[config.mk]
export PLATFORM = sky130hd
export DESIGN_NAME = uc_rr_scheduler
export DESIGN_NICKNAME = d
export VERILOG_FILES = /design/src/rtl/uc_rr_scheduler_pkg.sv /design/src/rtl/uc_rr_scheduler_rr_pick.sv /design/src/rtl/uc_rr_scheduler.sv
export SDC_FILE = /design/constraint.sdc
export NUM_CORES = 1
export LEC_CHECK = 0
export BUFFER_PORTS_ARGS = -buffer_cell sky130_fd_sc_hd__buf_2
export CAP_MARGIN = 20
export CORE_AREA = 2 2 79 81
export DETAILED_ROUTE_END_ITERATION = 8
export DIE_AREA = 0 0 81 83
export GPL_TIMING_DRIVEN = 0
export PLACE_DENSITY = 0.72
export SYNTH_ARGS = -nofsm -noshare
export SYNTH_HDL_FRONTEND = slang
export SYNTH_SLANG_ARGS = --single-unit
[constraint.sdc]
create_clock -name clk -period 2.72 [get_ports clk]
set_input_delay 0 -clock clk [delete_from_list [all_inputs] [get_ports clk]]
set_output_delay 0 -clock clk [all_outputs]
set_load 0.01 [all_outputs]
[src/rtl/uc_rr_scheduler_pkg.sv]
// uc_rr_scheduler_pkg: shared types and constants
// for the unit-clause round-robin scheduler.
package uc_rr_scheduler_pkg;

  localparam int LIT_IDX_MAX = 1023;

  localparam int LIT_W_DEF = $clog2(LIT_IDX_MAX) + 1;

  localparam int NUM_ENGINE_DEF = 4;
  localparam int PTR_W_DEF      = $clog2(NUM_ENGINE_DEF);

  typedef logic signed [LIT_W_DEF-1:0] lit_t;

  typedef enum logic [1:0] {
    ST_IDLE = 2'd0,
    ST_RUN  = 2'd1,
    ST_DONE = 2'd2
  } state_e;

endpackage

[src/rtl/uc_rr_scheduler_rr_pick.sv]
// uc_rr_scheduler_rr_pick: rotating priority encoder.
// Ports: req (request vector), ptr (highest-priority index),
//        gnt (one-hot grant), idx (granted index), any (some request).
module uc_rr_scheduler_rr_pick #(
    parameter int N     = 4,
    parameter int PTR_W = $clog2(N)
) (
    input  logic [N-1:0]     req,
    input  logic [PTR_W-1:0] ptr,
    output logic [N-1:0]     gnt,
    output logic [PTR_W-1:0] idx,
    output logic             any
);

    localparam logic [PTR_W:0] N_L = (PTR_W + 1)'(N);

    // One extra bit so ptr + k can be folded back into 0..N-1
    // without relying on N being a power of two.
    logic [PTR_W:0] pos;

    always_comb begin
        gnt = '0;
        idx = '0;
        any = 1'b0;
        pos = '0;
        for (int k = 0; k < N; k++) begin
            pos = {1'b0, ptr} + (PTR_W + 1)'(k);
            if (pos >= N_L) begin
                pos = pos - N_L;
            end
            if (!any && req[pos[PTR_W-1:0]]) begin
                any                  = 1'b1;
                idx                  = pos[PTR_W-1:0];
                gnt[pos[PTR_W-1:0]]  = 1'b1;
            end
        end
    end

endmodule

[src/rtl/uc_rr_scheduler.sv]
// uc_rr_scheduler: round-robin pop of per-engine unit-clause queues into a
// registered valid/ready output stage, with quiescence and abort detection.
// Ports: clk, rst (async high), start, abort, eng_empty/eng_busy/eng_lit
//        (per-engine queue heads), eng_pop (one-hot), sched_valid/lit/ready
//        (output handshake), grant_idx, done, aborted.
module uc_rr_scheduler
    import uc_rr_scheduler_pkg::*;
#(
    parameter int NUM_ENGINE = 4,
    parameter int LIT_W      = LIT_W_DEF,
    parameter int IDLE_LIMIT = 4
) (
    input  logic                          clk,
    input  logic                          rst,
    input  logic                          start,
    input  logic                          abort,
    input  logic [NUM_ENGINE-1:0]         eng_empty,
    input  logic [NUM_ENGINE-1:0]         eng_busy,
    input  logic [NUM_ENGINE*LIT_W-1:0]   eng_lit,
    output logic [NUM_ENGINE-1:0]         eng_pop,
    output logic                          sched_valid,
    output logic signed [LIT_W-1:0]       sched_lit,
    input  logic                          sched_ready,
    output logic [$clog2(NUM_ENGINE)-1:0] grant_idx,
    output logic                          done,
    output logic                          aborted
);

    localparam int PTR_W = $clog2(NUM_ENGINE);
    localparam int CNT_W = $clog2(IDLE_LIMIT + 1);

    localparam logic [PTR_W-1:0] LAST  = PTR_W'(NUM_ENGINE - 1);
    localparam logic [CNT_W-1:0] LIMIT = CNT_W'(IDLE_LIMIT);

    state_e                    state_q, state_d;
    logic [PTR_W-1:0]          ptr_q, ptr_d;
    logic [CNT_W-1:0]          cnt_q, cnt_d;
    logic                      valid_q, valid_d;
    logic signed [LIT_W-1:0]   lit_q, lit_d;
    logic [PTR_W-1:0]          gidx_q, gidx_d;
    logic                      done_q, done_d;
    logic                      aborted_q, aborted_d;

    logic [NUM_ENGINE-1:0]     pick_gnt;
    logic [PTR_W-1:0]          pick_idx;
    logic                      pick_any;
    logic signed [LIT_W-1:0]   pick_lit;
    logic [PTR_W-1:0]          ptr_next;
    logic                      quiet;
    logic                      finishing;
    logic                      grant_en;

    uc_rr_scheduler_rr_pick #(
        .N     (NUM_ENGINE),
        .PTR_W (PTR_W)
    ) u_rr_pick (
        .req (~eng_empty),
        .ptr (ptr_q),
        .gnt (pick_gnt),
        .idx (pick_idx),
        .any (pick_any)
    );

    always_comb begin
        pick_lit = '0;
        for (int i = 0; i < NUM_ENGINE; i++) begin
            if (pick_gnt[i]) begin
                pick_lit = eng_lit[i*LIT_W +: LIT_W];
            end
        end
    end

    assign ptr_next  = (pick_idx == LAST) ? '0 : pick_idx + 1'b1;
    assign quiet     = (&eng_empty) && !(|eng_busy) && !valid_q;
    // The round ends this cycle; a late arrival must stay queued
    // rather than be popped into a stage that is about to be cleared.
    assign finishing = (cnt_q == LIMIT);
    assign grant_en  = (state_q == ST_RUN) && !abort && !finishing &&
                       pick_any && (!valid_q || sched_ready);
    assign eng_pop   = grant_en ? pick_gnt : '0;

    always_comb begin
        state_d   = state_q;
        ptr_d     = ptr_q;
        cnt_d     = cnt_q;
        valid_d   = valid_q;
        lit_d     = lit_q;
        gidx_d    = gidx_q;
        done_d    = done_q;
        aborted_d = aborted_q;
        unique case (state_q)
            ST_IDLE: begin
                if (start) begin
                    state_d = ST_RUN;
                    cnt_d   = '0;
                    ptr_d   = '0;
                end
            end
            ST_RUN: begin
                if (abort) begin
                    valid_d   = 1'b0;
                    state_d   = ST_DONE;
                    done_d    = 1'b1;
                    aborted_d = 1'b1;
                end else begin
                    if (grant_en) begin
                        valid_d = 1'b1;
                        lit_d   = pick_lit;
                        gidx_d  = pick_idx;
                        ptr_d   = ptr_next;
                    end else if (valid_q && sched_ready) begin
                        valid_d = 1'b0;
                    end
                    if (!quiet) begin
                        cnt_d = '0;
                    end else if (cnt_q != LIMIT) begin
                        cnt_d = cnt_q + 1'b1;
                    end
                    if (finishing) begin
                        state_d   = ST_DONE;
                        valid_d   = 1'b0;
                        done_d    = 1'b1;
                        aborted_d = 1'b0;
                    end
                end
            end
            ST_DONE: begin
                valid_d = 1'b0;
                if (start) begin
                    state_d   = ST_RUN;
                    done_d    = 1'b0;
                    aborted_d = 1'b0;
                    cnt_d     = '0;
                    ptr_d     = '0;
                end
            end
            default: state_d = ST_IDLE;
        endcase
    end

    always_ff @(posedge clk or posedge rst) begin
        if (rst) begin
            state_q   <= ST_IDLE;
            ptr_q     <= '0;
            cnt_q     <= '0;
            valid_q   <= 1'b0;
            lit_q     <= '0;
            gidx_q    <= '0;
            done_q    <= 1'b0;
            aborted_q <= 1'b0;
        end else begin
            state_q   <= state_d;
            ptr_q     <= ptr_d;
            cnt_q     <= cnt_d;
            valid_q   <= valid_d;
            lit_q     <= lit_d;
            gidx_q    <= gidx_d;
            done_q    <= done_d;
            aborted_q <= aborted_d;
        end
    end

    assign sched_valid = valid_q;
    assign sched_lit   = lit_q;
    assign grant_idx   = gidx_q;
    assign done        = done_q;
    assign aborted     = aborted_q;

endmodule

==> flow_summary.ini <==
[route]
dr.pass1.iters = 4
viasPerCell = 5.76
ant_nets = 0
wl_um = 7010
num_vias = 2648
drt_iter0_drc = 154
drc = 0
wire_per_inst_um = 15.2

[synthesis]
synth.avg_cell_area_um2 = 8.75
synth.net_count = 361
synthFlopType = dfrtp_1
yosysUniqueCellTypes = 56
ys_seq_area_frac = 0.225
synthArstFlopShare = 1.00
synth_seq_cells = 23
syn-cell-area_mm2 = 0.00255
yosys_warnings = 0
syn_inst = 292
synth-edff-count = 0

[clock_network]
cts.reportedPaths.clkPinSlew_ns = 0.08
clockRootBuffer = clkbuf_8
clock_latency_ns = 0.27
cts_max_level = 1
clockBufferDepth = 2
cts_made_buffers = 3
clock_sinks = 23
cts_tree = yes

[finish]
area_delta_synth_final_pct = 29.1
utilization = 0.567
final_nets = 455
n_antenna_cell = 0
drive_gt1_frac = 0.418
final_area_mm2 = 0.00330

[job]
cap_violations = 0

[setup_path]
critPathCaptureType = output pin
reg2reg_from = ptr_q[1]
worstPathMaxFanout = 9
cp.arrival_ns = 2.64
criticalPathCategory = flip-flop to output pin
worstPathRequired_ns = 2.72
rrSetupSlack_ns = 0.08
cp-start-kind = flip-flop
rr_endpoint = sched_lit[1]
rr_worst_depth = 12

[sta]
setup_viol = 0
tightest_slew_ns = 0.896
tns_ns = 0
fmax_ghz = 0.379
maxSlewHeadroom = 0.402
rsz0062_at_grt = yes
hold_viol = 0
skew_ns = 0.00317
timing.final.crit_share = 0.970
final-max-slew-violation-count = 0
final.min_clock_period_ns = 2.64

[floorplanning]
fp.coreArea_mm2 = 0.00582
die-area_mm2 = 0.00672
fp.dieH_um = 83
rows = 28
pin_count = 77
fp.dieW_um = 81
start_util = 0.439

[status]
status = complete, no violations

[global_routing]
grt_max_degree = 24
use_met1 = 0.267
grt_pass1_wl_um = 11500
met2_usage = 0.377
met3_usage = 0.0261
busiest_layer = met2
antenna_found_initial = 0
grt_overflow_total = 0
grt_pass1_vias = 2484
grt.total_usage = 0.209

[pwr]
p_seq_frac = 0.145
p_int_mw = 2.07
power_frac_clock = 0.056
max-vdd-ir-drop_mv = 0.453
power_density_mw_per_mm2 = 1180
p_comb_frac = 0.799
switching_share = 0.471
p_leak_nw = 1.46
power_switching_mw = 1.84

[placement]
gp_congestion = 0.842
post_dp_cell_area_mm2 = 0.00306
place_hpwl_um = 5330
io_buffers = 75

[min_path]
hold_start = sched_ready
hold_depth = 4
hold_path_end = sched_valid
hp-class = input port to flip-flop
## final cells by class
| type | instances | area [µm²] |
|---|---|---|
| Fill cell | 559 | 2520 |
| Multi-Input combinational cell | 231 | 1800 |
| Sequential cell | 23 | 577 |
| Timing Repair Buffer | 92 | 518 |
| Buffer | 24 | 205 |
| Tap cell | 75 | 93.8 |
| Inverter | 11 | 53.8 |
| Clock buffer | 3 | 41.3 |
| Clock inverter | 1 | 5.00 |
## timing repair
item | in CTS | in global routing
cloned | 0 | 0
hold buffers | 1 | 0
endpoints found under the hold margin | 23 | 0
setup buffers | 15 | 1
setup endpoints to repair | 19 | 16
gates resized for setup | 7 | 34
pin swaps | 3 | 6
## critical path, cell delays in order (launching register included)
cell and delay (ns):
dfrtp_1 0.38, buf_8 0.12, inv_8 0.03, ha_4 0.25
mux4_2 0.52, buf_4 0.16, nor3b_2 0.16, o21a_1 0.22
a21oi_4 0.16, buf_8 0.17, nor2_2 0.04, buf_2 0.14
## layout by cell type, fill, tap and decap left out, types with 3 or more instances in the layout
master / n
buf_2: 81
nand2_1: 28
dfrtp_1: 22
buf_4: 17
o211ai_1: 14
nand3_1: 14
o21ai_0: 13
o21bai_1: 11
and4_1: 11
o31a_1: 11
a21oi_1: 11
ha_1: 11
inv_1: 9
nor2_1: 9
buf_6: 8
o211ai_2: 8
o31ai_2: 7
a21oi_2: 6
a21boi_0: 6
a21boi_1: 6
mux4_2: 4
nor3b_1: 4
mux2i_1: 4
o31ai_1: 4
buf_8: 3
nor2b_1: 3
mux2_2: 3
clkbuf_8: 3
## metal layers
metal,routed length [µm],share of wire
met4,84,0.012
met3,393,0.056
met1,3060,0.44
met2,3470,0.50
met5,0,0
## Yosys cell counts (2+ instances only)
cell type / instances / area share
nor2_1: 10 / 0.015
mux2_2: 3 / 0.013
mux4_2: 4 / 0.035
buf_6: 10 / 0.044
buf_4: 2 / 0.0059
o31ai_2: 7 / 0.034
o31a_1: 11 / 0.038
o31ai_1: 4 / 0.012
ha_1: 12 / 0.059
and2_1: 2 / 0.0049
and4_1: 11 / 0.038
inv_1: 11 / 0.016
nor2b_1: 3 / 0.0073
nor3b_1: 4 / 0.012
mux2i_1: 4 / 0.016
nand3_1: 14 / 0.027
nand2b_1: 2 / 0.0049
o22ai_1: 2 / 0.0049
o32ai_1: 2 / 0.0069
o211ai_2: 9 / 0.044
o21ai_0: 15 / 0.029
or2_2: 2 / 0.0049
clkbuf_1: 7 / 0.010
or2_1: 2 / 0.0049
nand2_1: 28 / 0.041
o211ai_1: 14 / 0.041
a211o_1: 2 / 0.0069
a21oi_1: 17 / 0.033
o21bai_1: 11 / 0.032
buf_2: 7 / 0.014
nand4b_1: 2 / 0.0069
dfrtp_1: 23 / 0.23
a21boi_0: 12 / 0.035
## how the worst max path moves through the flow
stage | startpoint | end | cells past startpoint
floorplan | ptr_q[0] | sched_lit[0] | 12
global placement | ptr_q[0] | sched_lit[10] | 11
detailed placement | ptr_q[0] | sched_lit[10] | 11
CTS | ptr_q[1] | eng_pop[1] | 11
global route | ptr_q[0] | sched_lit[10] | 12
finish | ptr_q[1] | eng_pop[2] | 11
## sequential cells by signal (all words and copies together) (netlist names)
name         flops
sched_lit       11
cnt_q            3
grant_idx        2
ptr_q            2
state_q          2
aborted          1
done             1
sched_valid      1
## kinds of logic after synthesis
kind of cell	synth area share
AND/OR/NAND/NOR	0.203
multiplexers	0.0642
XOR/XNOR	0.00343
flip-flops	0.225
adder cells (fa/ha/maj)	0.0588
AO/OA/AOI/OAI	0.353
buffers and inverters	0.0921
## through the flow
| stage | power, mW | setup slack (ns) | hold slack, ns | std cells |
|---|---|---|---|---|
| floorplan | 2.71 | -0.00155 | 0.00185 | 292 |
| global placement | 3.29 | -0.270 | 0.249 | 442 |
| detailed placement | 3.32 | -0.282 | 0.258 | 442 |
| CTS | 3.78 | -0.0311 | 0.0277 | 461 |
| global route | 4.22 | -0.0152 | 0.0451 | 460 |
| finish | 3.90 | 0.0812 | 0.0280 | 460 |
## power groups by stage
stage,Sequential [mW],Combinational [mW],Clock (mW)
2_1_floorplan,0.631,2.07,0
3_3_place_gp,0.587,2.70,0
3_5_place_dp,0.591,2.73,0
4_1_cts,0.564,3.00,0.225
5_1_grt,0.581,3.40,0.241
6_report,0.567,3.12,0.219
(Power assumes the default switching activity.)
